File: src/rtl/rggen_apb_bridge.sv
// rggen_apb_bridge: host valid/ready requests to APB4 master transfers,
// with an optional ACCESS-phase watchdog that aborts hung transfers.
module rggen_apb_bridge #(
   parameter int ADDRESS_WIDTH  = 8,
   parameter int BUS_WIDTH      = 32,
   parameter int TIMEOUT_CYCLES = 0
) (
   input  logic                     i_clk,
   input  logic                     i_rst_n,
   input  logic                     i_valid,
   input  logic [ADDRESS_WIDTH-1:0] i_address,
   input  logic                     i_write,
   input  logic [BUS_WIDTH-1:0]     i_write_data,
   input  logic [BUS_WIDTH/8-1:0]   i_strobe,
   output logic                     o_ready,
   output logic [1:0]               o_status,
   output logic [BUS_WIDTH-1:0]     o_read_data,
   output logic                     o_psel,
   output logic                     o_penable,
   output logic [ADDRESS_WIDTH-1:0] o_paddr,
   output logic                     o_pwrite,
   output logic [BUS_WIDTH-1:0]     o_pwdata,
   output logic [BUS_WIDTH/8-1:0]   o_pstrb,
   input  logic                     i_pready,
   input  logic [BUS_WIDTH-1:0]     i_prdata,
   input  logic                     i_pslverr
);
   localparam int CW = (TIMEOUT_CYCLES > 1) ? $clog2(TIMEOUT_CYCLES) : 1;
   typedef enum logic [1:0] {IDLE, SETUP, ACCESS, RESPONSE} state_t;
   state_t state, state_next;
   logic [CW-1:0] count;
   logic timeout, done;
   // a real pready on the last allowed edge takes priority over the abort
   always_comb begin
      timeout = (TIMEOUT_CYCLES > 0) && (state == ACCESS) && !i_pready && (count == CW'(TIMEOUT_CYCLES - 1));
      done = (state == ACCESS) && (i_pready || timeout);
      state_next = state;
      case (state)
         IDLE:    state_next = i_valid ? SETUP : IDLE;
         SETUP:   state_next = ACCESS;
         ACCESS:  state_next = done ? RESPONSE : ACCESS;
         default: state_next = IDLE;
      endcase
   end
   always_ff @(posedge i_clk or negedge i_rst_n) begin
      if (!i_rst_n) state <= IDLE;
      else state <= state_next;
   end
   // outputs are flopped from the next state so nothing is combinational to the pins
   always_ff @(posedge i_clk or negedge i_rst_n) begin
      if (!i_rst_n) begin
         o_psel      <= 1'b0;
         o_penable   <= 1'b0;
         o_ready     <= 1'b0;
         o_paddr     <= '0;
         o_pwrite    <= 1'b0;
         o_pwdata    <= '0;
         o_pstrb     <= '0;
         o_status    <= 2'b00;
         o_read_data <= '0;
         count       <= '0;
      end else begin
         o_psel    <= (state_next == SETUP) || (state_next == ACCESS);
         o_penable <= state_next == ACCESS;
         o_ready   <= state_next == RESPONSE;
         count     <= (state == ACCESS && !i_pready) ? count + 1'b1 : '0;
         if (state == IDLE && i_valid) begin
            o_paddr  <= i_address;
            o_pwrite <= i_write;
            o_pwdata <= i_write ? i_write_data : '0;
            o_pstrb  <= i_write ? i_strobe : '0;
         end
         if (done) begin
            o_status    <= i_pready ? {i_pslverr, 1'b0} : 2'b11;
            o_read_data <= (i_pready && !o_pwrite) ? i_prdata : '0;
         end
      end
   end
endmodule
File: config.mk
export PLATFORM = sky130hd
export DESIGN_NAME = rggen_apb_bridge
export DESIGN_NICKNAME = d
export VERILOG_FILES = /design/src/rtl/rggen_apb_bridge.sv
export SDC_FILE = /design/constraint.sdc
export NUM_CORES = 1
export LEC_CHECK = 0
export CAP_MARGIN = 20
export CORE_MARGIN = 1
export CORE_UTILIZATION = 41
export DETAILED_ROUTE_END_ITERATION = 8
export PLACE_DENSITY_LB_ADDON = 0.08
export SYNTH_ARGS = -nofsm -noshare
export SYNTH_HDL_FRONTEND = slang
export SYNTH_SLANG_ARGS = --single-unit
File: constraint.sdc
create_clock -name i_clk -period 2 [get_ports i_clk]
set_input_delay 0.2 -clock i_clk [delete_from_list [all_inputs] [get_ports i_clk]]
set_output_delay 0.2 -clock i_clk [all_outputs]
set_load 0.02 [all_outputs]
==> metrics <==
status completed; Max Cap Violations 0; Final Hold Viols 0; CP max-delay cell clkdlybuf4s50_1; Die Ht about 95 um; Rel. slew slack 0.6484; xor/xnor share of the synthesized area 0; Root Driver clkbuf_8; vias in the first global route between 2000 and 3000; number of synthesized flops with an enable pin 0; Seq/Total Area, Yosys 0.5889; clock tree buffer depth 2; Leakage about 2.4 nW; clock insertion delay at the later pin of the skew report 0.33 ns; routed wire length just under 9 mm; Setup TNS Final 0 ns; Total GRT Usage 0.1948; fillers 687; CTS H-Tree Depth 3; Placement Rows 33; hold_ws around 0.37 ns; # setup viols final 0; CP Capture Type output port; crit-path cells clkdlybuf4s50_1; Post-CTS Setup Bufs 0; startpoint types flop; Buf/Inv on CP 1; Post-Syn Area per Cell 11.78 um2; adder-cell share of the synthesized area 0.01753; Clock Power Share 0.163; number of buffers added on ports ~160; largest family of logic cells by synthesized area multiplexers; crit path max fanout 11; Sw Pwr roughly 3 mW; diodes inserted 0; Seq pwr share 0.343; simple-gate share of the synthesized area 0.1262; multiplexer share of the synthesized area 0.1367; TritonCTS clock tree built; Worst EP arrival roughly 1.6 ns; wire per inst 15.14 um; most common cell in the netlist dfrtp_1; post-synth top area share 0.5889; Net Count, Synth 390; TritonCTS Buffers 9; detailed-route DRC error count 0; asr flop ratio synth 1.000; combinational share of power 0.495; first-pass GRT wire length 13.48 mm; Vias roughly 2800; # nets final 552; slowest stage delay, CP between 0.6 and 0.7 ns; Cells after Synth approximately 300; Post-DRT Antenna Nets 0; worst slew pin tran 0.5274 ns; Hold WC Path Type in2async; Area growth syn-to-layout 55.10%; Power Density between 1000 and 1500 mW/mm2; Cells after DPL 558; Initial DRT Pass Iterations 4; synthesized area 0.003570 mm2; Yosys reg bits 84; gr ovfl total 0; ranking of synthesized cells by area dfrtp_1 59%, mux2_2 12%, nand4_1 6.3%, nor2b_1 5.6%, o21ai_0 5.0%; CORE AREA approximately 0.0083 mm2; routed vias/inst 4.843; Final GP Congestion between 0.7 and 0.8; Starting Density 0.4280; clk slew on worst S/H paths roughly 0.09 ns; Setup CP Type reg2out; dominant synthesized flop cell dfrtp_1; clock sink count between 80 and 90; Slew Limit Fails 0; DRT iter0 DRCs around 90; Die Wd 95.31 um; Crit path required time between 1.5 and 2 ns; peak supply drop between 0.7 and 0.8 mV; library cells used by synthesis 20; Final min period approximately 1.8 ns; I/O pin count 164; Pint between 5 and 6 mW; DP HPWL ~6 mm; layout cells sized above 1 0.1468; RSZ-0062 raised after global routing no; antenna violations before repair 0; Final Non-Filler Cells ~580; switching part of the total power 0.3641; fmax 0.5646 GHz; crit-path leading delay family buffers and inverters; die area ~0.0091 mm2; Post-synth top cells 84 x dfrtp_1, 39 x inv_1, 37 x mux2_2; Tcrit/Tclk final 0.8856; Post-CTS Resized 0; compound-cell area share of the yosys netlist 0.05398; pin count of the biggest net entering global routing 46; YS warnings 0; leading area contributor after synthesis dfrtp_1; Setup Skew ~0.012 ns
## sequential cells by signal, indices dropped and copies added, names as in the netlist
register	count
o_psel	1
o_status	2
o_penable	1
o_pstrb	4
state	2
o_ready	1
o_pwrite	1
o_paddr	8
o_pwdata	32
o_read_data	32
## power by group through the flow
stage	Sequential, mW	Clock [mW]	Combinational [mW]
floorplan	3.67	0	1.30
global placement	2.83	0	4.04
detailed placement	2.85	0	4.09
CTS	2.83	1.37	4.11
global route	2.91	1.45	4.37
finish	2.82	1.34	4.07
## stage by stage
stage / total power [mW] / setup WS [ns] / cell area [um2] / util
2_1_floorplan: 4.973 / 0.5531 / 3570 / -
3_3_place_gp: 6.869 / 0.3911 / 5303 / 0.6358
3_5_place_dp: 6.941 / 0.3568 / 5303 / 0.6358
4_1_cts: 8.308 / 0.1864 / 5537 / 0.6638
5_1_grt: 8.723 / 0.1629 / 5537 / 0.6638
6_report: 8.220 / 0.2287 / 5537 / 0.6638
## routing by layer
metal | part of all wire | vias up | global-route usage
met4 | 0.020 | 0 | 0.08460
met3 | 0.071 | 13 | 0.04386
met1 | 0.43 | 1338 | 0.2553
met2 | 0.48 | 97 | 0.3095
met5 | 0 | - | 0
li1 | - | 1337 | -
## worst paths after layout
kind                                               from  slack, ns  cells after the start                         end
worst max-delay path               o_pwrite$_DFFE_PN0P_       0.23                      1                    o_pwrite
worst min-delay path                            i_rst_n       0.37                      2  o_read_data[9]$_DFFE_PN0P_
worst max register to register       state[0]$_DFF_PN0_       0.42                      4      o_paddr[2]$_DFFE_PN0P_
worst min register to register  o_status[0]$_DFFE_PN0P_       0.50                      1     o_status[0]$_DFFE_PN0P_
max in group asynchronous                       i_rst_n       0.99                      3     o_pwdata[3]$_DFFE_PN0P_
min in group i_clk                     i_write_data[22]       0.45                      3    o_pwdata[22]$_DFFE_PN0P_
## cell usage in the layout (no fill, tap or decap)
| master | synthesis | final |
|---|---|---|
| inv_1 | 39 | 39 |
| mux2_4 | 4 | 4 |
| bufinv_16 | 0 | 2 |
| dfrtp_1 | 84 | 84 |
| clkdlybuf4s50_1 | 0 | 162 |
| mux2_1 | 1 | 1 |
| a21o_1 | 1 | 1 |
| nand2_1 | 1 | 1 |
| a21oi_1 | 1 | 1 |
| clkbuf_8 | 0 | 10 |
| dlygate4sd3_1 | 0 | 1 |
| ha_1 | 5 | 5 |
| and2_4 | 1 | 1 |
| nand2_2 | 1 | 1 |
| clkbuf_1 | 6 | 1 |
| o21ai_0 | 36 | 36 |
| buf_4 | 3 | 9 |
| inv_6 | 0 | 2 |
| clkinv_2 | 0 | 1 |
| mux2_2 | 37 | 37 |
| nand4_1 | 36 | 36 |
| buf_12 | 0 | 2 |
| nor2b_1 | 32 | 32 |
| and2_1 | 1 | 1 |
## cells by family after synthesis
kind of cell               count (synthesis)
buffers and inverters                     62
DFF                                       84
muxes                                     42
and+or+nand+nor                           72
AOI/OAI and AO/OA                         38
adders and majority gates                  5
## what timing repair did
item / 4_1_cts / 5_1_grt
endpoints found under the hold margin: 39 / 0
endpoints found under the setup margin: 0 / 0
hold buffers: 1 / 0
## area by class of cell
type	count	area [um2]	area share
Sequential cell	84	2102	0.3797
Timing Repair Buffer	174	1739	0.3141
Multi-Input combinational cell	157	1194	0.2156
Inverter	39	146.4	0.02644
Clock buffer	11	141.4	0.02554
Tap cell	105	131.4	0.02373
Clock inverter	5	82.58	0.01492
Note: power is estimated with default switching activity, not from simulation.
